===== src/rtl/ins_fetch_ctrl.sv =====
// ins_fetch_ctrl: arbitrates a shared byte memory between byte loads and 32-bit big-endian instruction fetches.
module ins_fetch_ctrl #(
   parameter int ADDR_W = 7
) (
   input  logic              clk,
   input  logic              Reset,
   input  logic              FetchReq,
   input  logic [31:0]       FetchAddr,
   output logic              FetchAck,
   output logic              FetchBusy,
   output logic              InsValid,
   output logic [31:0]       Ins,
   output logic              AlignErr,
   input  logic              LoadReq,
   input  logic [ADDR_W-1:0] LoadAddr,
   input  logic [7:0]        LoadByte,
   output logic              LoadAck,
   output logic [ADDR_W-1:0] MemAddr,
   output logic              MemWe,
   output logic [7:0]        MemWData,
   input  logic [7:0]        MemRData
);
   typedef enum logic [1:0] {IDLE, LOAD, FETCH, DRAIN} state_t;
   state_t state;
   logic [1:0] k;
   logic [ADDR_W-1:0] base, ld_addr;
   logic [7:0] ld_byte;
   logic [23:0] part;
   logic last_load;
   logic both, grant_load, grant_fetch;
   logic unused_addr;
   assign unused_addr = ^FetchAddr[31:ADDR_W];
   // On a tie the requester that did not win the previous tie is served.
   assign both        = FetchReq & LoadReq;
   assign grant_load  = LoadReq & (~FetchReq | ~last_load);
   assign grant_fetch = FetchReq & ~grant_load;
   assign MemAddr   = state == FETCH ? base + ADDR_W'(k) : state == LOAD ? ld_addr : '0;
   assign MemWe     = state == LOAD;
   assign MemWData  = state == LOAD ? ld_byte : '0;
   assign FetchBusy = state == FETCH || state == DRAIN;
   always_ff @(posedge clk) begin
      if (Reset) begin
         state     <= IDLE;
         k         <= '0;
         base      <= '0;
         ld_addr   <= '0;
         ld_byte   <= '0;
         part      <= '0;
         last_load <= 1'b0;
         Ins       <= '0;
         InsValid  <= 1'b0;
         FetchAck  <= 1'b0;
         LoadAck   <= 1'b0;
         AlignErr  <= 1'b0;
      end else begin
         InsValid <= 1'b0;
         FetchAck <= 1'b0;
         LoadAck  <= 1'b0;
         AlignErr <= 1'b0;
         case (state)
            IDLE: begin
               if (grant_load) begin
                  state   <= LOAD;
                  ld_addr <= LoadAddr;
                  ld_byte <= LoadByte;
                  LoadAck <= 1'b1;
                  if (both) last_load <= 1'b1;
               end else if (grant_fetch) begin
                  FetchAck <= 1'b1;
                  if (both) last_load <= 1'b0;
                  if (FetchAddr[1:0] != 2'b00) AlignErr <= 1'b1;
                  else begin
                     state <= FETCH;
                     base  <= FetchAddr[ADDR_W-1:0];
                     k     <= '0;
                  end
               end
            end
            LOAD: state <= IDLE;
            FETCH: begin
               // read data lags the address by one cycle, so bytes arrive in order and shift in
               if (k != 2'd0) part <= {part[15:0], MemRData};
               k <= k + 2'd1;
               if (k == 2'd3) state <= DRAIN;
            end
            DRAIN: begin
               Ins      <= {part, MemRData};
               InsValid <= 1'b1;
               k        <= '0;
               state    <= IDLE;
            end
            default: state <= IDLE;
         endcase
      end
   end
endmodule


===== config.mk =====
export PLATFORM = sky130hd
export DESIGN_NAME = ins_fetch_ctrl
export DESIGN_NICKNAME = d
export VERILOG_FILES = /design/src/rtl/ins_fetch_ctrl.sv
export SDC_FILE = /design/constraint.sdc
export NUM_CORES = 1
export LEC_CHECK = 0
export BUFFER_PORTS_ARGS = -buffer_cell sky130_fd_sc_hd__buf_4
export CORE_MARGIN = 4
export CORE_UTILIZATION = 50
export DETAILED_ROUTE_END_ITERATION = 8
export HOLD_SLACK_MARGIN = 0.06
export PLACE_DENSITY_LB_ADDON = 0.05
export RECOVER_POWER = 25
export SYNTH_ARGS = -nofsm -noshare
export SYNTH_HDL_FRONTEND = slang
export SYNTH_SLANG_ARGS = --single-unit

===== constraint.sdc =====
create_clock -name clk -period 2.36 [get_ports clk]
set_input_delay 0.236 -clock clk [delete_from_list [all_inputs] [get_ports clk]]
set_output_delay 0.236 -clock clk [all_outputs]
set_load 0.005 [all_outputs]

==> run summary, run 1 <==
status - finished clean
Hold Crit Start - LoadByte[2]
Die H - 90.9 um
unrepaired setup endpoints after global routing - no
critical path arrival - 2.02 ns
Filler cells - 604
hpwl dp - 5.43 mm
initial antenna violation count - 0
setup tns final - 0 ns
Startpoint Class - register
placer congestion estimate - 0.852
Core ar. - 6490 um2
clk_skew - 0.00842 ns
TritonCTS clock tree - yes
Port-buffer cells - 86
Yosys warning count - 0
commonest register cell after synthesis - dfxtp_1
drt first-iter violations - 170
DRC Markers - 0
post-detailed-route count of antenna-violating nets - 0
final wirelength - 7.90 mm
Crit path required time - 2.12 ns
share of layout cells above drive strength 1 - 0.232
largest net degree at the start of global routing - 66
ANT cells - 0
# nets final - 564
final hold vios - 0
Reg2Reg Depth - 3
clock root cell - clkbuf_8
Netlist cell types - 40
Synth async-reset ratio - 0
total of max-cap violations - 0
register area share after synthesis - 0.507
Levels on crit path - 7
Total Routing Usage GR - 0.190
Ports - 112
vias in the first global route - 2792
Vias/cell - 5.21
Post-Syn Area per Cell - 8.10 um2
worst vdd ir - 429 uV
Pleak - 0.00165 uW
Final Max Slew Viols - 0
Yosys reg bits - 87
register area - 1750 um2
Detailed Routing Iterations Pass 1 - 4
Crit. Startpoint - k[0]
clk slew on worst S/H paths - 0.08 ns
relative slew slack - 0.459
Num CTS Buffers - 9
max incr delay on CP - 0.38 ns
Setup-failing EPs final - 0
Post-synth EDFFs - 0
kind of critical path - reg2out
Vias - 3030
Starting Density - 0.529
Mapped Nets - 488
clock tree buffer depth - 2
number of buffers and inverters on the critical path - 2
critical-path cell list - ha_4 > inv_1 > fa_2 > nand3b_1 > o211a_1 > a221o_1 > buf_4
clock insertion delay at the later pin of the skew report - 0.34 ns
Crit Path Max Fanout - 4
DR WL/cell - 13.6 um
PwrDens - 645 nW/um2
row cnt - 29
CP max stage cell - dfxtp_4
cell family with most CP delay - adder cells
CP endpoint kind - output pin
Area Growth Syn to Fin - 26.6%
pre-CTS setup slack - 0.260 ns
HP Class - in2reg
hold-fix buffers at CTS - 0
Max H-tree Level - 3
Fmax - 442 MHz
area of the multi-input gates - 1550 um2
Worst Slack Setup Final - 0.0993 ns
Hold Path Depth - 3
Sink Count - 87
worst slew pin tran - 0.811 ns
period utilization - 0.958
die width - 90.9 um
Congestion Overflow GR - 0
mapped cell area - 3430 um2
first-pass GRT wire length - 13.0 mm
Die Area - 8260 um2
Post-Synthesis Cells - 424
min Tclk post-route - 2.26 ns
worst reg2reg path startpoint - state[1]
-- power breakdown --
part	total (uW)	switching [uW]	internal, uW
combinational	194	103	90.6
sequential	1510	19.0	1490
clock	1100	502	600
-- final timing paths --
check	endpoint	slack [ns]
hold / removal	ld_byte[2]	0.15
hold reg to reg	Ins[18]	0.45
setup reg to reg	part[3]	0.52
setup / recovery	MemAddr[6]	0.1
-- sequential cells by signal (all words and copies together) (netlist names) --
name       count
base           7
last_load      1
ld_byte        8
AlignErr       1
k              2
state          2
Ins           32
FetchAck       1
part          24
InsValid       1
ld_addr        7
LoadAck        1
-- kinds of logic (layout without fill, tap and decap cells) --
logic type | after synthesis | after routing | synth area share
buf+inv | 37 | 118 | 0.0452
fa+ha+maj | 5 | 5 | 0.0204
simple gates | 185 | 185 | 0.246
flops | 87 | 87 | 0.507
xor+xnor | 2 | 2 | 0.00510
mux | 6 | 6 | 0.0175
compound gates | 102 | 102 | 0.159
-- cells in the final DEF, fill, tap and decap left out, types with 5 or more instances in the layout --
cell and n:
o21ai_0 16, clkbuf_4 31, inv_1 5, nand2b_1 11
mux2i_1 6, nor3_1 5, nand3_1 18, and2_1 9
nand2_1 121, buf_4 64, clkbuf_8 9, a21oi_1 73
dfxtp_1 85
-- routing by layer --
layer | track usage | vias up | routed length, um
met5 | 0 | - | 0
met2 | 0.295 | 84 | 3470
li1 | - | 1572 | -
met3 | 0.0442 | 7 | 485
met1 | 0.258 | 1367 | 3860
met4 | 0.0653 | 0 | 82
-- final cells by class --
class                   count  share of cell area
clock buffers              11              0.0302
clock inverters             5              0.0187
inverters                   5             0.00432
multi-input cells         300               0.357
flip-flops and latches     87               0.402
well taps                  77              0.0222
repair buffers             97               0.166
-- synthesized netlist by cell type (3+ instances only) --
master    number  area share
nand2_1      121        0.13
dfxtp_1       87        0.51
ha_1           4       0.015
nor3_1         5      0.0073
a21oi_1       73        0.11
and2_1         9       0.016
nand3_1       18       0.026
nand2b_1      11       0.020
buf_2         10       0.015
mux2i_1        6       0.017
o21ai_0       16       0.023
nor2_1         4      0.0044
o21ai_1        3      0.0044
inv_1          5      0.0055
clkbuf_1      21       0.023
-- metrics by stage --
step / instance area (um2) / cells / power (uW) / utilization / hold slack [ns]
after detailed placement: 4110 / 564 / 1740 / 0.632 / 0.447
after global routing: 4350 / 582 / 2920 / 0.669 / 0.137
after CTS: 4330 / 581 / 2830 / 0.667 / 0.136
after global placement: 4110 / 564 / 1730 / 0.632 / 0.443
final: 4350 / 582 / 2810 / 0.669 / 0.148
after floorplan: 3430 / 424 / 1650 / - / 0.372
-- worst register-to-register path, stage by stage (launching register included) --
cell	delay (ns)
dfxtp_1	0.66
or3b_1	0.76
nand2_1	0.20
a21oi_1	0.08
-- repair_timing --
action / CTS / global route
gates resized for setup: 2 / 4
setup endpoints to repair: 1 / 2
endpoints found under the hold margin: 0 / 0
buffers inserted: 1 / 1
No activity file was read; power rests on OpenSTA's default activity.
==> inputs of run 2 (changes only) <==
==> constraint.sdc (replaced) <==
create_clock -name clk -period 2.36 [get_ports clk]
set_input_delay 0.472 -clock clk [delete_from_list [all_inputs] [get_ports clk]]
set_output_delay 0.472 -clock clk [all_outputs]
set_load 0.005 [all_outputs]
==> run summary, run 2 (synthesis results as in run 1) <==
Met3 Wirelength - 561 um (+16%)
worst vdd ir - 382 uV (-11%)
vias in the first global route - 2782 (-0.36%)
Pleak - 0.00166 uW (+0.50%)
Die H - 90.9 um (unchanged)
clock root cell - clkbuf_8
cell family with most CP delay - compound AO/OA/AOI/OAI gates
final hold vios - 0 (unchanged)
worst reg2reg path startpoint - state[1]
Fmax - 398 MHz (-10%)
worst reg-to-reg setup slack - 0.39 ns (-0.13 ns)
Area Growth Syn to Fin - 27.0%
clock group share of total power - 0.383 (-0.009)
Startpoint Class - register
min Tclk post-route - 2.51 ns (+0.253 ns)
Num CTS Buffers - 9 (unchanged)
Top Registers - Ins (32), part (24), ld_byte (8)
Max H-tree Level - 3 (unchanged)
Sequential Power Share - 0.546 (+0.007)
leading cell type in the layout, fill and taps excluded - nand2_1
M1 WL - 3.80 mm (-1.5%)
relative slew slack - 0.470 (+0.0112)
Die Area - 8260 um2 (unchanged)
Setup-failing EPs final - 2 (+2)
worst slew pin tran - 0.795 ns (-0.0168 ns)
total power - 2760 uW (-1.5%)
Core ar. - 6490 um2 (unchanged)
NetSw - 635 uW (+1.9%)
DR WL/cell - 13.7 um (+0.78%)
DRC Markers - 0 (unchanged)
CP max stage cell - dfxtp_4
HP Class - in2reg
TritonCTS clock tree - yes
number of buffers and inverters on the critical path - 2 (unchanged)
hpwl dp - 5.25 mm (-3.3%)
post-detailed-route count of antenna-violating nets - 0 (unchanged)
Congestion Overflow GR - 0 (unchanged)
max reg flops - 32 (unchanged)
RR Endpoint - part[4]
Vias - 3064 (+1.1%)
# nets final - 565 (+0.18%)
hold-fix buffers at CTS - 0 (unchanged)
drt first-iter violations - 168 (-1.2%)
largest net degree at the start of global routing - 64 (-3.0%)
Levels on crit path - 7 (unchanged)
Crit path required time - 1.89 ns (-0.23 ns)
Port-buffer cells - 86 (unchanged)
critical path capture point - MemAddr[6]
total of max-cap violations - 0 (unchanged)
Crit Path Max Fanout - 2 (-2)
clock insertion delay at the later pin of the skew report - 0.35 ns (about the same)
Worst Slack Setup Final - -0.154 ns (-0.253 ns)
Sink Count - 87 (unchanged)
PwrDens - 634 nW/um2 (-1.8%)
share of layout cells above drive strength 1 - 0.242 (+0.00990)
placer congestion estimate - 0.795 (-6.7%)
CP endpoint kind - output pin
failing checks - negative setup slack
uppermost layer routed - met4
clk slew on worst S/H paths - 0.09 ns (about the same)
Starting Density - 0.529 (unchanged)
pre-CTS setup slack - 0.0589 ns (-0.201 ns)
row cnt - 29 (unchanged)
met2 WL post-DR - 3.53 mm (+1.8%)
initial antenna violation count - 0 (unchanged)
Ports - 112 (unchanged)
Crit. Startpoint - k[0]
Comb pwr share - 0.071 (+0.002)
die width - 90.9 um (unchanged)
final wirelength - 7.96 mm (+0.78%)
P_int - 2130 uW (-2.5%)
max incr delay on CP - 0.37 ns (about the same)
clock tree buffer depth - 2 (unchanged)
Reg2Reg Depth - 4 (+1)
unrepaired setup endpoints after global routing - yes
clk_skew - 0.00718 ns (-0.00124 ns)
commonest non-fill, non-tap cells in the layout - nand2_1, dfxtp_1, a21oi_1
first-pass GRT wire length - 13.4 mm (+3.6%)
status - finished, violations left
Final Max Slew Viols - 0 (unchanged)
Vias/cell - 5.26 (+1.1%)
switch share - 0.230 (+0.00766)
Detailed Routing Iterations Pass 1 - 4 (unchanged)
critical-path cell list - ha_4 > inv_2 > fa_2 > nand3b_1 > o211a_1 > a221o_1 > buf_4
Total Routing Usage GR - 0.198 (+0.00858)
period utilization - 1.07 (+0.107)
kind of critical path - reg2out
Biggest register - Ins
ANT cells - 0 (unchanged)
critical path arrival - 2.04 ns (+0.02 ns)
run 2: area by class of cell:
cell class / count / area, um2
Tap cell: 77 / 96.3
Sequential cell: 87 / 1750
Clock buffer: 11 / 151
Inverter: 5 / 18.8
Clock inverter: 4 / 53.8
Timing Repair Buffer: 98 / 742
Fill cell: 592 / 2130
Multi-Input combinational cell: 300 / 1550
run 2: repair_timing:
| item | in CTS | in global routing |
|---|---|---|
| hold endpoints to repair | 0 | 0 |
| setup buffers | 3 | 0 |
| setup endpoints to repair | 2 | 2 |
| pin swaps | 3 | 3 |
| resized for setup | 6 | 2 |
run 2: how the worst min path moves through the flow:
stage / startpoint / to / slack, ns / cells after the start
after global routing: MemRData[5] / part[5] / 0.35 / 3
after floorplan: part[16] / Ins[24] / 0.43 / 2
final: MemRData[2] / Ins[2] / 0.37 / 3
after detailed placement: part[23] / part[23] / 0.45 / 2
after global placement: part[23] / Ins[31] / 0.44 / 2
after CTS: MemRData[2] / Ins[2] / 0.36 / 3
run 2: worst min-delay path: cells and delay by family:
kind / cells / cell delay (ns)
AOI/OAI and AO/OA: 1 / 0.05
buffers and inverters: 1 / 0.11
and+or+nand+nor: 1 / 0.05
run 2: power groups by stage:
| stage | combinational, uW | clock, uW | sequential [uW] |
|---|---|---|---|
| after CTS | 197 | 1090 | 1510 |
| final | 195 | 1060 | 1510 |
| after global placement | 192 | 0 | 1540 |
| after global routing | 218 | 1150 | 1520 |
| after floorplan | 108 | 0 | 1540 |
| after detailed placement | 195 | 0 | 1550 |
run 2: layer usage:
metal | vias up | track usage
met5 | - | 0
met4 | 0 | 0.0452
met3 | 8 | 0.0692
met2 | 81 | 0.300
met1 | 1402 | 0.272
li1 | 1573 | -
run 2: metrics by stage:
stage / hold WS, ns / utilization / area [um2] / instances / TNS, ns
after floorplan: 0.432 / - / 3430 / 424 / 0
after global placement: 0.443 / 0.634 / 4120 / 564 / 0
after detailed placement: 0.447 / 0.634 / 4120 / 564 / 0
after CTS: 0.357 / 0.672 / 4370 / 582 / -0.199
after global routing: 0.352 / 0.672 / 4360 / 582 / -0.375
final: 0.371 / 0.672 / 4360 / 582 / -0.180
==> inputs of run 3 (changes only) <==
--- a/config.mk
+++ b/config.mk
@@ -9,8 +9,9 @@
 export CORE_MARGIN = 4
 export CORE_UTILIZATION = 50
 export DETAILED_ROUTE_END_ITERATION = 8
+export GPL_TIMING_DRIVEN = 0
 export HOLD_SLACK_MARGIN = 0.06
-export PLACE_DENSITY_LB_ADDON = 0.05
+export PLACE_DENSITY = 0.89
 export RECOVER_POWER = 25
 export SYNTH_ARGS = -nofsm -noshare
 export SYNTH_HDL_FRONTEND = slang
==> run summary, run 3 (synthesis results as in run 1) <==
share of layout cells above drive strength 1 - 0.236 (-0.00574)
# nets final - 589 (+4.2%)
drt first-iter violations - 261 (+55%)
max reg flops - 32 (unchanged)
Num CTS Buffers - 9 (unchanged)
hold-fix buffers at CTS - 0 (unchanged)
Starting Density - 0.529 (unchanged)
Top Registers - Ins (32), part (24), ld_byte (8)
clk_skew - 0.0134 ns (+0.00623 ns)
max incr delay on CP - 0.37 ns (about the same)
Area after DPL - 4180 um2 (+1.4%)
period utilization - 1.06 (-0.00352)
Vias/cell - 5.46 (+3.7%)
row cnt - 29 (unchanged)
DR WL/cell - 14.8 um (+8.2%)
leading cell type in the layout, fill and taps excluded - nand2_1
Final Max Slew Viols - 0 (unchanged)
met1 usage - 0.266 (-0.00606)
clock tree buffer depth - 2 (unchanged)
critical path arrival - 2.03 ns (about the same)
Congestion Overflow GR - 0 (unchanged)
worst slew pin tran - 0.673 ns (-0.122 ns)
commonest non-fill, non-tap cells in the layout - nand2_1, dfxtp_1, a21oi_1
failing checks - negative setup slack
final core utilization - 0.683 (+0.0118)
Vias - 3313 (+8.1%)
relative slew slack - 0.551 (+0.0804)
met2 Use GR - 0.369 (+0.0692)
CP max stage cell - dfxtp_2
kind of critical path - reg2out
Fmax - 399 MHz (+0.33%)
die width - 90.9 um (unchanged)
number of buffers and inverters on the critical path - 2 (unchanged)
Ports - 112 (unchanged)
placer congestion estimate - 0.890 (+12%)
cell family with most CP delay - adder cells
worst reg-to-reg setup slack - 0.50 ns (+0.11 ns)
clock insertion delay at the later pin of the skew report - 0.35 ns (about the same)
final wirelength - 8.98 mm (+13%)
CP endpoint kind - output pin
Die Area - 8260 um2 (unchanged)
total of max-cap violations - 0 (unchanged)
Startpoint Class - register
initial antenna violation count - 0 (unchanged)
clock root cell - clkbuf_8
first-pass GRT wire length - 14.7 mm (+9.0%)
ANT cells - 0 (unchanged)
Sink Count - 87 (unchanged)
critical-path cell list - ha_4 > inv_2 > fa_2 > nand3b_1 > o211a_1 > a221o_1 > buf_4
Core ar. - 6490 um2 (unchanged)
Setup-failing EPs final - 3 (+1)
Crit Path Max Fanout - 2 (unchanged)
Filler cells - 493 (-17%)
status - finished, violations left
Total Routing Usage GR - 0.214 (+0.0163)
Port-buffer cells - 86 (unchanged)
largest net degree at the start of global routing - 16 (-75%)
Biggest register - Ins
Worst Slack Setup Final - -0.146 ns (+0.00830 ns)
Detailed Routing Iterations Pass 1 - 5 (+1)
Die H - 90.9 um (unchanged)
min Tclk post-route - 2.51 ns (-0.00830 ns)
Max H-tree Level - 3 (unchanged)
worst vdd ir - 421 uV (+10%)
final hold vios - 0 (unchanged)
final instance area - 4440 um2 (+1.7%)
busiest layer in global routing - met2
clk slew on worst S/H paths - 0.09 ns (about the same)
Crit path required time - 1.89 ns (about the same)
Pleak - 0.00171 uW (+2.9%)
DRC Markers - 0 (unchanged)
post-detailed-route count of antenna-violating nets - 0 (unchanged)
HP Class - in2reg
PwrDens - 632 nW/um2 (-0.34%)
unrepaired setup endpoints after global routing - yes
vias in the first global route - 3221 (+16%)
met3 GRT Util - 0.0458 (-0.0233)
TritonCTS clock tree - yes
hpwl dp - 6.48 mm (+24%)
Area Growth Syn to Fin - 29.3%
==> run 3: worst paths after layout <==
kind              cells after the start    endpoint         from
setup / recovery                      7  MemAddr[6]         k[0]
setup reg to reg                      8    part[16]         k[0]
hold reg to reg                       2     Ins[23]      Ins[23]
hold / removal                        3      Ins[5]  MemRData[5]
==> run 3: final cells by class <==
| type | count | area, um2 | area share |
|---|---|---|---|
| clock inverters | 5 | 62.6 | 0.0141 |
| clock buffers | 11 | 151 | 0.0341 |
| multi-input cells | 300 | 1560 | 0.351 |
| flip-flops and latches | 87 | 1750 | 0.393 |
| well taps | 77 | 96.3 | 0.0217 |
| repair buffers | 90 | 668 | 0.151 |
| plain buffers | 32 | 136 | 0.0307 |
| inverters | 5 | 18.8 | 0.00423 |
==> run 3: worst register-to-register path: cells and delay by family (launching register included) <==
kind | cells | cell delay, ns
and+or+nand+nor | 2 | 0.50
buffers and inverters | 4 | 0.59
DFF | 1 | 0.37
AOI/OAI and AO/OA | 1 | 0.07
adders and majority gates | 1 | 0.21
==> run 3: power by group <==
group          internal (uW)  switching (uW)
Clock                    555             532
Combinational           93.0             115
Sequential              1490            15.3
Total                   2140             662
==> run 3: stage by stage <==
step | setup slack [ns] | power (uW) | hold slack, ns | std cells | setup TNS, ns
after floorplan | 0.247 | 1650 | 0.432 | 424 | 0
after global placement | 0.0610 | 1740 | 0.444 | 587 | 0
after detailed placement | 0.0213 | 1750 | 0.447 | 587 | 0
after CTS | -0.142 | 2810 | 0.369 | 606 | -0.213
after global routing | -0.219 | 2900 | 0.367 | 607 | -0.528
final | -0.146 | 2800 | 0.378 | 607 | -0.315
==> run 3: layer usage <==
layer,vias up,share of wire
li1,1610,-
met1,1569,0.42
met2,115,0.50
met3,19,0.064
met4,0,0.020
met5,-,0
==> run 3: what timing repair did <==
action                     in CTS  in global routing
pin swaps                       3                  2
setup buffers                   3                  1
gates resized for setup         7                  2
setup endpoints to repair      10                  7
